<file path="src/rtl/bp_fe_pkg.sv">
// Shared types for the front-end branch predictor blocks.
//
// Contents:
//   bp_fe_bht_state_e                    BHT init-sweep / ready state encoding
//   DECLARE_BP_FE_BHT_UPDATE_S(width)    macro that declares the update
//                                        record {idx, correct} for a given
//                                        index width. The index width is a
//                                        per-instance parameter, so the struct
//                                        cannot live in the package itself.

`define DECLARE_BP_FE_BHT_UPDATE_S(idx_width_mp) \
  typedef struct packed { \
    logic [idx_width_mp-1:0] idx; \
    logic                    correct; \
  } bp_fe_bht_update_s

package bp_fe_pkg;

  typedef enum logic {
    e_clear = 1'b0,
    e_ready = 1'b1
  } bp_fe_bht_state_e;

endpackage

</file>
<file path="src/rtl/bp_fe_bht_sat_ctr.sv">
// Combinational next-state logic for one saturating branch counter.
// The counter MSB is the taken/not-taken prediction. A correct prediction
// strengthens the current direction; an incorrect one moves toward the
// other direction. Both ends saturate.
//
// Ports:
//   ctr_i      current counter value
//   correct_i  the prediction made from ctr_i was correct
//   ctr_o      next counter value

module bp_fe_bht_sat_ctr
  import bp_fe_pkg::*;
#(
  parameter int ctr_width_p = 2
) (
  input  logic [ctr_width_p-1:0] ctr_i,
  input  logic                   correct_i,
  output logic [ctr_width_p-1:0] ctr_o
);

  localparam logic [ctr_width_p-1:0] max_lp = '1;
  localparam logic [ctr_width_p-1:0] one_lp = ctr_width_p'(1);

  // Moving up is right when a taken prediction was correct or a not-taken
  // prediction was wrong, i.e. whenever correct_i matches the MSB.
  logic w_inc;
  assign w_inc = (correct_i == ctr_i[ctr_width_p-1]);

  // The incorrect cases can never hit a rail (the MSB keeps c away from the
  // end it moves toward), so the saturation tests only matter for correct.
  always_comb begin
    ctr_o = ctr_i;
    if (w_inc) begin
      if (ctr_i != max_lp) ctr_o = ctr_i + one_lp;
    end else begin
      if (ctr_i != '0) ctr_o = ctr_i - one_lp;
    end
  end

endmodule

</file>
<file path="src/rtl/bp_fe_bht.sv">
// Branch history table: one saturating counter per index.
//
// After reset an init sweep writes init_val_p into every entry, one per
// cycle, then the table serves lookups and resolution updates.
//
// Ports:
//   clk_i, reset_n_i         clock, asynchronous active-low reset
//   init_done_o              sweep finished, table usable
//   r_v_i, idx_r_i           lookup request and index
//   predict_v_o, predict_o   registered prediction, one cycle after lookup
//   w_v_i, idx_w_i,
//   correct_i                resolution update request
//   w_yumi_o                 update accepted this cycle

module bp_fe_bht
  import bp_fe_pkg::*;
#(
  parameter int bht_idx_width_p = 9,
  parameter int ctr_width_p     = 2,
  parameter int init_val_p      = 1
) (
  input  logic                       clk_i,
  input  logic                       reset_n_i,
  output logic                       init_done_o,
  input  logic                       r_v_i,
  input  logic [bht_idx_width_p-1:0] idx_r_i,
  output logic                       predict_v_o,
  output logic                       predict_o,
  input  logic                       w_v_i,
  input  logic [bht_idx_width_p-1:0] idx_w_i,
  input  logic                       correct_i,
  output logic                       w_yumi_o
);

  localparam int                     els_lp     = 2**bht_idx_width_p;
  localparam logic [ctr_width_p-1:0] initVal_lp = ctr_width_p'(init_val_p);

  `DECLARE_BP_FE_BHT_UPDATE_S(bht_idx_width_p);

  bp_fe_bht_state_e          r_state, w_stateNext;
  logic [bht_idx_width_p-1:0] r_ptr;
  logic [ctr_width_p-1:0]     r_ctrMem [els_lp];

  logic                   r_s2Valid;
  bp_fe_bht_update_s      r_s2Upd;
  logic [ctr_width_p-1:0] r_s2Ctr;
  logic [ctr_width_p-1:0] w_s2NextCtr;
  logic [ctr_width_p-1:0] w_updReadCtr;
  logic [ctr_width_p-1:0] w_lookupCtr;
  logic                   w_s2HitUpd;
  logic                   w_s2HitLookup;

  assign init_done_o = (r_state == e_ready);
  assign w_yumi_o    = w_v_i & init_done_o;

  // Sweep ends on the last index; its write still happens in that cycle.
  always_comb begin
    w_stateNext = r_state;
    if ((r_state == e_clear) && (&r_ptr)) w_stateNext = e_ready;
  end

  always_ff @(posedge clk_i or negedge reset_n_i) begin
    if (!reset_n_i) begin
      r_state <= e_clear;
      r_ptr   <= '0;
    end else begin
      r_state <= w_stateNext;
      if (r_state == e_clear) r_ptr <= r_ptr + 1'b1;
    end
  end

  // Stage 2 computes the new counter from the value captured in stage 1.
  bp_fe_bht_sat_ctr #(
    .ctr_width_p(ctr_width_p)
  ) u_satCtr (
    .ctr_i    (r_s2Ctr),
    .correct_i(r_s2Upd.correct),
    .ctr_o    (w_s2NextCtr)
  );

  // Both read ports see the value stage 2 is writing this cycle, so a
  // back-to-back update or a lookup of the same index is never stale.
  assign w_s2HitUpd    = r_s2Valid && (r_s2Upd.idx == idx_w_i);
  assign w_s2HitLookup = r_s2Valid && (r_s2Upd.idx == idx_r_i);
  assign w_updReadCtr  = w_s2HitUpd    ? w_s2NextCtr : r_ctrMem[idx_w_i];
  assign w_lookupCtr   = w_s2HitLookup ? w_s2NextCtr : r_ctrMem[idx_r_i];

  // Reset clears r_s2Valid, which is what drops an in-flight write.
  always_ff @(posedge clk_i or negedge reset_n_i) begin
    if (!reset_n_i) begin
      r_s2Valid <= 1'b0;
      r_s2Upd   <= '0;
      r_s2Ctr   <= '0;
    end else begin
      r_s2Valid <= w_yumi_o;
      if (w_yumi_o) begin
        r_s2Upd <= '{idx: idx_w_i, correct: correct_i};
        r_s2Ctr <= w_updReadCtr;
      end
    end
  end

  always_ff @(posedge clk_i or negedge reset_n_i) begin
    if (!reset_n_i) begin
      predict_v_o <= 1'b0;
      predict_o   <= 1'b0;
    end else begin
      predict_v_o <= r_v_i & init_done_o;
      predict_o   <= r_v_i & init_done_o & w_lookupCtr[ctr_width_p-1];
    end
  end

  // Single write port shared by the sweep and stage 2; they never overlap
  // because updates are only accepted once the sweep is done.
  always_ff @(posedge clk_i) begin
    if (r_state == e_clear) begin
      r_ctrMem[r_ptr] <= initVal_lp;
    end else if (r_s2Valid) begin
      r_ctrMem[r_s2Upd.idx] <= w_s2NextCtr;
    end
  end

endmodule

</file>
<file path="config.mk">
export PLATFORM = sky130hd
export DESIGN_NAME = bp_fe_bht
export DESIGN_NICKNAME = d
export VERILOG_FILES = /design/src/rtl/bp_fe_pkg.sv /design/src/rtl/bp_fe_bht_sat_ctr.sv /design/src/rtl/bp_fe_bht.sv
export SDC_FILE = /design/constraint.sdc
export NUM_CORES = 1
export LEC_CHECK = 0
export BUFFER_PORTS_ARGS = -buffer_cell sky130_fd_sc_hd__buf_2
export CORE_MARGIN = 4
export CORE_UTILIZATION = 50
export DETAILED_ROUTE_END_ITERATION = 10
export HOLD_SLACK_MARGIN = 0.06
export PLACE_DENSITY = 0.69
export SLEW_MARGIN = 20
export SYNTH_ARGS = -nofsm -noshare
export SYNTH_HDL_FRONTEND = slang
export SYNTH_HIERARCHICAL = 1
export SYNTH_SLANG_ARGS = --single-unit
</file>
<file path="constraint.sdc">
create_clock -name clk_i -period 11.4 [get_ports clk_i]
set_input_delay 0.57 -clock clk_i [delete_from_list [all_inputs] [get_ports clk_i]]
set_output_delay 0.57 -clock clk_i [all_outputs]
set_load 0.005 [all_outputs]
</file>
==> impl_metrics.env <==
export IMPL_status="finished, final reports clean"
export IMPL_dp_slack_ns=6.26
export IMPL_io_buffers=26
export IMPL_fin_setup_tns_ns=0
export IMPL_seq_area_frac_synth_pct=66.4
export IMPL_start_util_pct=50.5
export IMPL_grt_max_degree=302
export IMPL_place_inst=4003
export IMPL_synthesis_nets=2924
export IMPL_ys_types=58
export IMPL_synth_top_cell_by_area="edfxtp_1"
export IMPL_viasPerCell=6.80
export IMPL_drc_errors=0
export IMPL_htree_levels=3
export IMPL_netlist_area_mm2=0.0472
export IMPL_drt_wirelength_per_cell_um=32.2
export IMPL_layout_drive_gt1_share_pct=20.6
export IMPL_rsz0062_at_grt="false"
export IMPL_placed_area_mm2=0.0484
export IMPL_numCtsBuffers=106
export IMPL_crit_path_start="idx_r_i[1]"
export IMPL_comb_power_share_pct=3.9
export IMPL_p_leak_nw=15.6
export IMPL_fp_dieW_um=315
export IMPL_peakVddDrop_v=0.000124
export IMPL_hold_violations=0
export IMPL_pin_count=27
export IMPL_worstMarginPinSlew_ns=1.20
export IMPL_grt_ovfl_total=0
export IMPL_post_cts_buffers=0
export IMPL_track_usage_pct=27.5
export IMPL_multiInputGateArea_mm2=0.0148
export IMPL_yosys_most_used_dff="edfxtp_1"
export IMPL_timing_fmax_mhz=219
export IMPL_dieArea_mm2=0.0994
export IMPL_design_area_mm2=0.0518
export IMPL_drtIter0Drc=4168
export IMPL_crit_type="in -> reg"
export IMPL_insertion_delay_ns=0.69
export IMPL_power_mw=7.90
export IMPL_swShare_pct=21.2
export IMPL_finalWorstSetupSlack_ns=6.83
export IMPL_stdcell_count=4206
export IMPL_netlist_area_leader_share_pct=65.1
export IMPL_routed_wl_um=135000
export IMPL_antenna_found_initial=5
export IMPL_reg2reg_from="init_done_o$_DFFE_PN0P_"
export IMPL_place_congestion=0.930
export IMPL_first_pass_iters=6
export IMPL_via_count=28600
export IMPL_core_area_mm2=0.0935
export IMPL_max_cap_viol_count=0
export IMPL_min_from="correct_i"
export IMPL_ys_seq_elements=1049
export IMPL_clkSlewWorstSetupHoldPaths_ns=0.06
export IMPL_nFillCells=7185
export IMPL_fin_util_pct=55.5
export IMPL_maxSlewHeadroom_pct=20.1
export IMPL_cts_path_max_buffers=3
export IMPL_synthArstFlopShare_pct=2.38
export IMPL_avgSynthCellArea_um2=16.3
export IMPL_ctsHoldBuffers=1
export IMPL_cts_resized=0
export IMPL_p_per_area_mw_per_mm2=152
export IMPL_power_internal_mw=6.22
export IMPL_cp_end_kind="register"
export IMPL_synth_edf_count=1024
export IMPL_cts_sinks=1049
export IMPL_grt_pass1_vias=29500
export IMPL_crit_path_max_fanout=52
export IMPL_synth_commonest_cells="edfxtp_1 (1024), nor2_1 (541), mux4_2 (336)"
export IMPL_synthTopCellsByArea="edfxtp_1 (65%), mux4_2 (16%), nor2_1 (4.3%), mux2i_1 (2.7%), dfrtp_1 (1.3%)"
export IMPL_worstPathArrival_ns=5.17
export IMPL_power_switching_mw=1.67
export IMPL_rows=112
export IMPL_syn_to_final_growth_pct=9.76
export IMPL_cts_tree="yes"
export IMPL_seqPwrFrac_pct=52.8
export IMPL_yosys_warnings=6
export IMPL_min_period_over_period_pct=40.1
export IMPL_final_min_clock_period_ns=4.57
export IMPL_syn_instance_count=2899
export IMPL_worst_ep_required_time_ns=12.00
export IMPL_antenna_left=0
export IMPL_grt_pass1_wl_um=199000
export IMPL_setup_violations=0
export IMPL_holdWs_ns=0.139
export IMPL_min_delay_path_class="in -> reg"
export IMPL_startpoint_type="input port"
export IMPL_clock_skew_ns=0.0316
export IMPL_final_max_slew_viol_count=0
export IMPL_clockRootBuffer="clkbuf_16"
export IMPL_seq_area_mm2=0.0314
export IMPL_nNetsFinal=2884
export IMPL_place_hpwl_um=78700
export IMPL_clkPwrFrac_pct=43.4
export IMPL_synth_most_common_cell="edfxtp_1"
export IMPL_die_h_um=315
==> cell usage in the layout (no fill, tap or decap), types with 21 or more instances in the layout <==
cell type and n:
buf_2 22, clkbuf_1 25, o221ai_1 46, clkinv_2 21, dfrtp_1 25, nor3_1 26
o22ai_1 30, nor2_1 540, mux4_2 336, mux2i_1 129, nor2b_1 23, a21oi_1 66
clkbuf_16 106, edfxtp_1 1024, clkinv_1 27, buf_4 52, nand2_1 101, nand3_1 24
a22oi_1 83
==> final timing paths <==
kind | cells past startpoint | slack, ns | endpoint
setup / recovery | 11 | 6.83 | predict_o$_DFF_PN0_
hold / removal | 2 | 0.14 | r_s2Upd[0]$_DFFE_PN0P_
setup reg to reg | 6 | 7.36 | r_ctrMem[146][0]$_DFFE_PP_
hold reg to reg | 2 | 0.57 | r_s2Upd[4]$_DFFE_PN0P_
max in group asynchronous | 2 | 10.42 | r_ptr[8]$_DFFE_PN0N_
min in group asynchronous | 2 | 0.49 | r_s2Upd[1]$_DFFE_PN0P_
==> registers in the layout, summed over array words and instances (netlist names) <==
register and cells:
r_ptr 9, r_s2Upd 10, init_done_o 1, r_ctrMem 1024
r_s2Valid 1, predict_v_o 1, r_s2Ctr 2, predict_o 1
==> routing by layer <==
metal / part of all wire, % / vias to the layer above / global-route usage [%]
met2: 47 / 1882 / 42.9
met4: 5.7 / 4 / 13.5
met1: 36 / 14800 / 36.3
met3: 11 / 422 / 6.94
li1: - / 11500 / -
met5: 0.035 / - / 0
==> critical path: stages <==
cell       delay, ns
buf_6           0.33
buf_4           0.77
buf_4           0.93
mux4_2          0.38
a22o_1          0.14
a21oi_1         0.04
a32o_1          0.25
a2111oi_1       0.88
o31ai_1         0.12
nor4_1          0.52
a311o_1         0.20
==> cells by family (layout without fill, tap and decap cells) <==
| kind of cell | after synthesis | after routing | synth area share (%) |
|---|---|---|---|
| flops | 1049 | 1049 | 66.4 |
| mux | 477 | 477 | 19.0 |
| buf+inv | 243 | 293 | 2.46 |
| fa+ha+maj | 2 | 2 | 0.0530 |
| compound gates | 314 | 314 | 4.65 |
| xor+xnor | 26 | 26 | 0.482 |
| simple gates | 788 | 788 | 6.89 |
| other cells | 0 | 3 | 0 |
==> area by class of cell <==
cell class	count	area share (%)
Antenna cell	3	0.0145
Clock buffer	131	5.30
Clock inverter	67	1.20
Inverter	10	0.0748
Multi-Input combinational cell	1607	28.6
Sequential cell	1049	60.5
Tap cell	1254	3.03
Timing Repair Buffer	85	1.29
==> power groups by stage <==
stage	registers, mW	clock network, mW	logic (mW)
floorplan	4.25	0	0.198
global placement	4.25	0	0.299
detailed placement	4.25	0	0.301
CTS	4.17	3.45	0.301
global route	4.16	3.63	0.316
finish	4.17	3.42	0.305
(Power assumes the default switching activity.)
